`src/rtl/clock_core_sync.sv`:
```
// -----------------------------------------------------------------------------
// clock_core_sync
//
// Purpose:
//   Time-of-day counter (sec/min/hour) plus a completed-day counter, all in
//   the single clk domain. Fields advance by an enable cascade driven by a
//   one-cycle-per-second tick. Manual adjust pulses bump individual fields
//   without carrying. A combinational 12/24-hour display encoding is
//   derived from the internal 24-hour register.
//
// Optional feature macro:
//   CLOCK_CORE_ALARM_EN - adds alarm_hour/alarm_min/alarm_on inputs and an
//   alarm pulse output. The default build (macro undefined) omits them.
//
// Ports:
//   clk          in   system clock
//   clear        in   synchronous active-high reset, overrides every input
//   tick         in   one-cycle enable, one per second
//   adjust_sec   in   seconds +1, wraps, no carry
//   adjust_min   in   minutes +1, wraps, no carry
//   adjust_hour  in   hours +1, wraps, no carry
//   keep         in   hold: tick ignored while high (adjusts still honoured)
//   mode12       in   select 12-hour display encoding
//   sec/min/hour out  current time, hour is the internal 24h value
//   hour_disp    out  display hour (12h or 24h per mode12)
//   pm           out  high when mode12 active and hour >= 12
//   day_pulse    out  registered one-cycle pulse on full-day wrap
//   day_count    out  completed days, wraps modulo 2^DAY_W
//   alarm_hour   in   (CLOCK_CORE_ALARM_EN) alarm hour
//   alarm_min    in   (CLOCK_CORE_ALARM_EN) alarm minute
//   alarm_on     in   (CLOCK_CORE_ALARM_EN) alarm arm
//   alarm        out  (CLOCK_CORE_ALARM_EN) one-cycle pulse when a tick
//                     lands exactly on alarm_hour:alarm_min:00
//
// Per-cycle priority: clear > any adjust_* > tick. When any adjust is high
// the tick of that cycle is dropped on purpose (at most 1 s of time loss).
// -----------------------------------------------------------------------------
module clock_core_sync #(
  parameter int W        = 6,
  parameter int SEC_MAX  = 59,
  parameter int MIN_MAX  = 59,
  parameter int HOUR_MAX = 23,
  parameter int DAY_W    = 16
) (
  input  logic             clk,
  input  logic             clear,
  input  logic             tick,
  input  logic             adjust_sec,
  input  logic             adjust_min,
  input  logic             adjust_hour,
  input  logic             keep,
  input  logic             mode12,
`ifdef CLOCK_CORE_ALARM_EN
  input  logic [W-1:0]     alarm_hour,
  input  logic [W-1:0]     alarm_min,
  input  logic             alarm_on,
  output logic             alarm,
`endif
  output logic [W-1:0]     sec,
  output logic [W-1:0]     min,
  output logic [W-1:0]     hour,
  output logic [W-1:0]     hour_disp,
  output logic             pm,
  output logic             day_pulse,
  output logic [DAY_W-1:0] day_count
);

  localparam logic [W-1:0] SEC_TOP  = W'(SEC_MAX);
  localparam logic [W-1:0] MIN_TOP  = W'(MIN_MAX);
  localparam logic [W-1:0] HOUR_TOP = W'(HOUR_MAX);
  localparam logic [W-1:0] TWELVE   = W'(12);
  // The 12-hour encoding only makes sense for a 0..23 hour field.
  localparam bit MODE12_LEGAL = (HOUR_MAX == 23);

  logic any_adjust;
  logic run;
  logic sec_at_top, min_at_top, hour_at_top;
  logic sec_inc, min_inc, hour_inc, day_inc;
  logic [W-1:0] sec_next, min_next, hour_next;

  assign any_adjust = adjust_sec | adjust_min | adjust_hour;
  // A tick only counts when nothing else claims the cycle.
  assign run = tick & ~keep & ~any_adjust;

  // Fields never exceed their MAX, so equality is a sufficient wrap test.
  assign sec_at_top  = (sec  == SEC_TOP);
  assign min_at_top  = (min  == MIN_TOP);
  assign hour_at_top = (hour == HOUR_TOP);

  // Adjust mode: each field follows its own pulse, no carry.
  // Tick mode: classic enable cascade.
  assign sec_inc  = any_adjust ? adjust_sec  : run;
  assign min_inc  = any_adjust ? adjust_min  : (run & sec_at_top);
  assign hour_inc = any_adjust ? adjust_hour : (run & sec_at_top & min_at_top);
  assign day_inc  = run & sec_at_top & min_at_top & hour_at_top;

  always_comb begin
    sec_next  = sec;
    min_next  = min;
    hour_next = hour;
    if (sec_inc)  sec_next  = sec_at_top  ? '0 : sec  + 1'b1;
    if (min_inc)  min_next  = min_at_top  ? '0 : min  + 1'b1;
    if (hour_inc) hour_next = hour_at_top ? '0 : hour + 1'b1;
  end

  always_ff @(posedge clk) begin
    if (clear) begin
      sec       <= '0;
      min       <= '0;
      hour      <= '0;
      day_count <= '0;
      day_pulse <= 1'b0;
    end else begin
      sec       <= sec_next;
      min       <= min_next;
      hour      <= hour_next;
      day_pulse <= day_inc;
      if (day_inc) day_count <= day_count + 1'b1;
    end
  end

`ifdef CLOCK_CORE_ALARM_EN
  // Only a tick that rolls seconds over to 00 can land on hh:mm:00;
  // adjusts are excluded because run is low whenever an adjust is present.
  logic alarm_hit;
  assign alarm_hit = alarm_on & run & sec_at_top &
                     (min_next == alarm_min) & (hour_next == alarm_hour);

  always_ff @(posedge clk) begin
    if (clear) alarm <= 1'b0;
    else       alarm <= alarm_hit;
  end
`endif

  // Display encoding is combinational from the hour register.
  always_comb begin
    hour_disp = hour;
    pm        = 1'b0;
    if (mode12 && MODE12_LEGAL) begin
      pm = (hour >= TWELVE);
      if (hour == '0)          hour_disp = TWELVE;
      else if (hour > TWELVE)  hour_disp = hour - TWELVE;
    end
  end

endmodule

```
`config.mk`:
```
export PLATFORM = sky130hd
export DESIGN_NAME = clock_core_sync
export DESIGN_NICKNAME = d
export VERILOG_FILES = /design/src/rtl/clock_core_sync.sv
export SDC_FILE = /design/constraint.sdc
export NUM_CORES = 1
export LEC_CHECK = 0
export CORE_MARGIN = 2
export CORE_UTILIZATION = 40
export CTS_CLUSTER_SIZE = 20
export DETAILED_ROUTE_END_ITERATION = 8
export MAX_ROUTING_LAYER = met4
export PLACE_DENSITY = 0.79
export SYNTH_ARGS = -nofsm -noshare
export SYNTH_HDL_FRONTEND = slang
export SYNTH_SLANG_ARGS = --single-unit
```
`constraint.sdc`:
```
create_clock -name clk -period 2.54 [get_ports clk]
set_input_delay 0.381 -clock clk [delete_from_list [all_inputs] [get_ports clk]]
set_output_delay 0.381 -clock clk [all_outputs]
set_load 0.01 [all_outputs]
```
==> run_results.csv <==
group,metric,value,unit
grt,grt_usage,0.174,
routing,drt_pre_antenna_iters,4,
flow_run,maxCapViolations,0,
floorplan,initial_core_util,0.414,
sta,finalCriticalPeriod,2410,ps
setup_path,worstPathRequired,2160,ps
clock_tree,ctsLongestPathBuffers,2,
grt,first_global_vias,1588,
floorplan,rows,25,
sta,finalHoldViolCount,0,
setup_path,r2r_slack,430,ps
grt,grt_antenna_before_repair,0,
sta,setup_viol,0,
placement,place.gp.congestion,0.791,
clock_tree,numCtsBuffers,5,
synthesis,synth.avg_cell_area,8.76,µm²
sta,worst_slew_pin_slew,564,ps
synthesis,synthTopCellsByArea,"dfxtp_1 (36%), nor2_1 (5.6%), xnor2_1 (5.4%), ha_1 (5.1%), nand2_1 (3.3%)",
setup_path,crit_type,"register to output port",
pwr,p_seq_frac,0.533,
synthesis,synth_top_area_frac,0.359,
routing,vias,1789,
pwr,p_clk_frac,0.359,
pwr,leakagePower,0.965,nW
synthesis,ys_seq_elements,35,
sta,fmax,0.415,GHz
sta,slew_headroom,0.622,
placement,port_buffers,49,
synthesis,yosysMostFrequentCell,"dfxtp_1",
floorplan,die_y,73.9,µm
sta,finalCritPeriodShare,0.948,
synthesis,syn_inst,223,
placement,dpl.cell_count,341,
synthesis,synth_area_leader_cell,"dfxtp_1",
placement,dpl.hpwl,3300,µm
clock_tree,clock-sinks,35,
routing,ant_nets,0,
pwr,peakVddDrop,0.000333,V
synthesis,synth-edff-count,0,
setup_path,start_kind,"register",
grt,grt_start_max_net_pins,15,
synthesis,yosys_warnings,0,
clock_tree,root_buffer,"clkbuf_8",
routing,drt_iter0_markers,54,
floorplan,ios,50,
clock_tree,path_clk_slew,70,ps
final_layout,layout.cells.non_filler,349,
setup_path,reg2reg_to,"day_count[14]",
min_path,holdPathStages,2,
final_layout,stdcell_area,2650,µm²
routing,drc,0,
pwr,power_density,402,nW/µm²
grt,overflow,0,
floorplan,die_x,73.9,µm
pwr,cellInternalPower,0.811,mW
routing,wl,4390,µm
synthesis,ys_types,53,
clock_tree,cts_tree,"yes",
grt,grt_pass1_wl,7210,µm
final_layout,area_delta_synth_final,35.6,%
sta,tns,0,ps
setup_path,rr_startpoint,"hour[3]",
clock_tree,htree_levels,2,
synthesis,syn_area,1950,µm²
pwr,swShare,0.237,
pwr,p_switching,0.252,mW
synthesis,synth-seq-area-share,0.359,
setup_path,endpoint_kind,"output port",
synthesis,async_reset_ff_frac,0,
clock_tree,insertion_delay,290,ps
outcome,status,"finished clean",
final_layout,n_antenna_cell,0,
routing,post_drt_wl_per_cell,12.6,µm
final_layout,fin_nets,297,
placement,postPlaceCellArea,2560,µm²
pwr,combPwrFrac,0.108,
synthesis,yosys-top-cells-count,"dfxtp_1 (35), nor2_1 (29), nand2_1 (17)",
synthesis,synth_nets,239,
routing,via_per_inst,5.13,
setup_path,worstRegToRegCells,8,
min_path,holdPathEnd,"day_count[13]",
setup_path,crit_arrival,2030,ps
synthesis,synthFlopType,"dfxtp_1",
floorplan,dieArea,5460,µm²
min_path,hold_path.startpoint,"day_count[13]",
sta,finalMaxSlewViolations,0,
final_layout,drive_above_1_share,0.103,
sta,rsz0062_at_grt,"no",
setup_path,crit_fanout,5,
sta,clock_skew,5.88,ps
min_path,hold_class,"register to register",
floorplan,core,4720,µm²
power by group through the flow:
stage                     registers [mW]  clock network, mW  logic [mW]
after floorplan                    0.584                  0      0.0531
after global placement             0.579                  0       0.114
after detailed placement           0.580                  0       0.115
after CTS                          0.567              0.387       0.116
after global routing               0.569              0.417       0.125
final                              0.567              0.382       0.115
final cells by class:
| type | instances | area (µm²) |
|---|---|---|
| clock buffer | 7 | 76.3 |
| clock inverter | 1 | 5.00 |
| fill | 422 | 2070 |
| inverter | 7 | 26.3 |
| multi-input combinational | 174 | 1190 |
| sequential | 35 | 703 |
| tap | 67 | 83.8 |
| timing repair buffer | 58 | 561 |
cells by family (layout without fill, tap and decap cells):
family | Yosys count | after routing | synth area share
adders and majority gates | 8 | 8 | 0.0513
DFF | 35 | 35 | 0.359
xor gates and xnor gates | 15 | 15 | 0.0673
muxes | 8 | 8 | 0.0442
buffers and inverters | 14 | 73 | 0.0314
AOI/OAI and AO/OA | 34 | 34 | 0.120
and+or+nand+nor | 109 | 109 | 0.327
worst max path at each step:
stage / startpoint / to / slack (ps)
6_report: hour[3] / hour_disp[5] / 130
5_1_grt: hour[3] / hour_disp[2] / 30
4_1_cts: hour[3] / hour_disp[3] / 40
3_5_place_dp: adjust_hour / day_count[14] / 100
3_3_place_gp: adjust_hour / day_count[14] / 150
2_1_floorplan: hour[2] / hour_disp[3] / 560
worst max-delay path: stages (launching register included):
cell,delay (ps)
dfxtp_1,340
ha_2,220
nor3_1,70
a211oi_1,210
buf_4,170
nand2_1,60
xnor2_1,130
clkdlybuf4s50_1,550
flip-flops by register name, indices dropped and copies added (netlist names):
register / cells
day_count: 16
day_pulse: 1
hour: 6
min: 6
sec: 6
cells in the final DEF (no fill, tap or decap), drive strengths merged, types with 2 or more instances in the layout:
| cell type | count |
|---|---|
| a21oi | 11 |
| and2 | 4 |
| and3 | 3 |
| and4 | 4 |
| and4b | 2 |
| buf | 9 |
| clkbuf | 7 |
| clkdlybuf4s50 | 48 |
| dfxtp | 35 |
| ha | 8 |
| inv | 7 |
| mux2 | 2 |
| mux2i | 6 |
| nand2 | 17 |
| nand2b | 4 |
| nand3 | 7 |
| nand4 | 3 |
| nand4b | 2 |
| nor2 | 29 |
| nor2b | 3 |
| nor3 | 10 |
| nor3b | 2 |
| nor4 | 8 |
| nor4b | 2 |
| o21ai | 4 |
| o31ai | 5 |
| o41ai | 2 |
| or3 | 3 |
| or4 | 3 |
| xnor2 | 12 |
| xor2 | 3 |
through the flow:
stage	worst slack [ps]	hold slack (ps)	total power, mW	utilization
floorplan	557	504	0.637	-
global placement	145	476	0.693	0.542
detailed placement	102	485	0.695	0.542
CTS	41.7	496	1.07	0.559
global route	34.1	509	1.11	0.561
finish	132	494	1.06	0.561
what timing repair did:
| item | 4_1_cts | 5_1_grt |
|---|---|---|
| hold buffers | 0 | 0 |
| setup endpoints to repair | 0 | 1 |
| gates resized for setup | 0 | 4 |
| buffers inserted | 0 | 0 |
routing by layer:
metal / wire [µm] / part of all wire / global-route usage
met1: 2000 / 0.46 / 0.219
met2: 2100 / 0.48 / 0.275
met3: 220 / 0.050 / 0.0384
met4: 73 / 0.017 / 0.0626
met5: 0 / 0 / -
No activity file was read; power rests on OpenSTA's default activity.
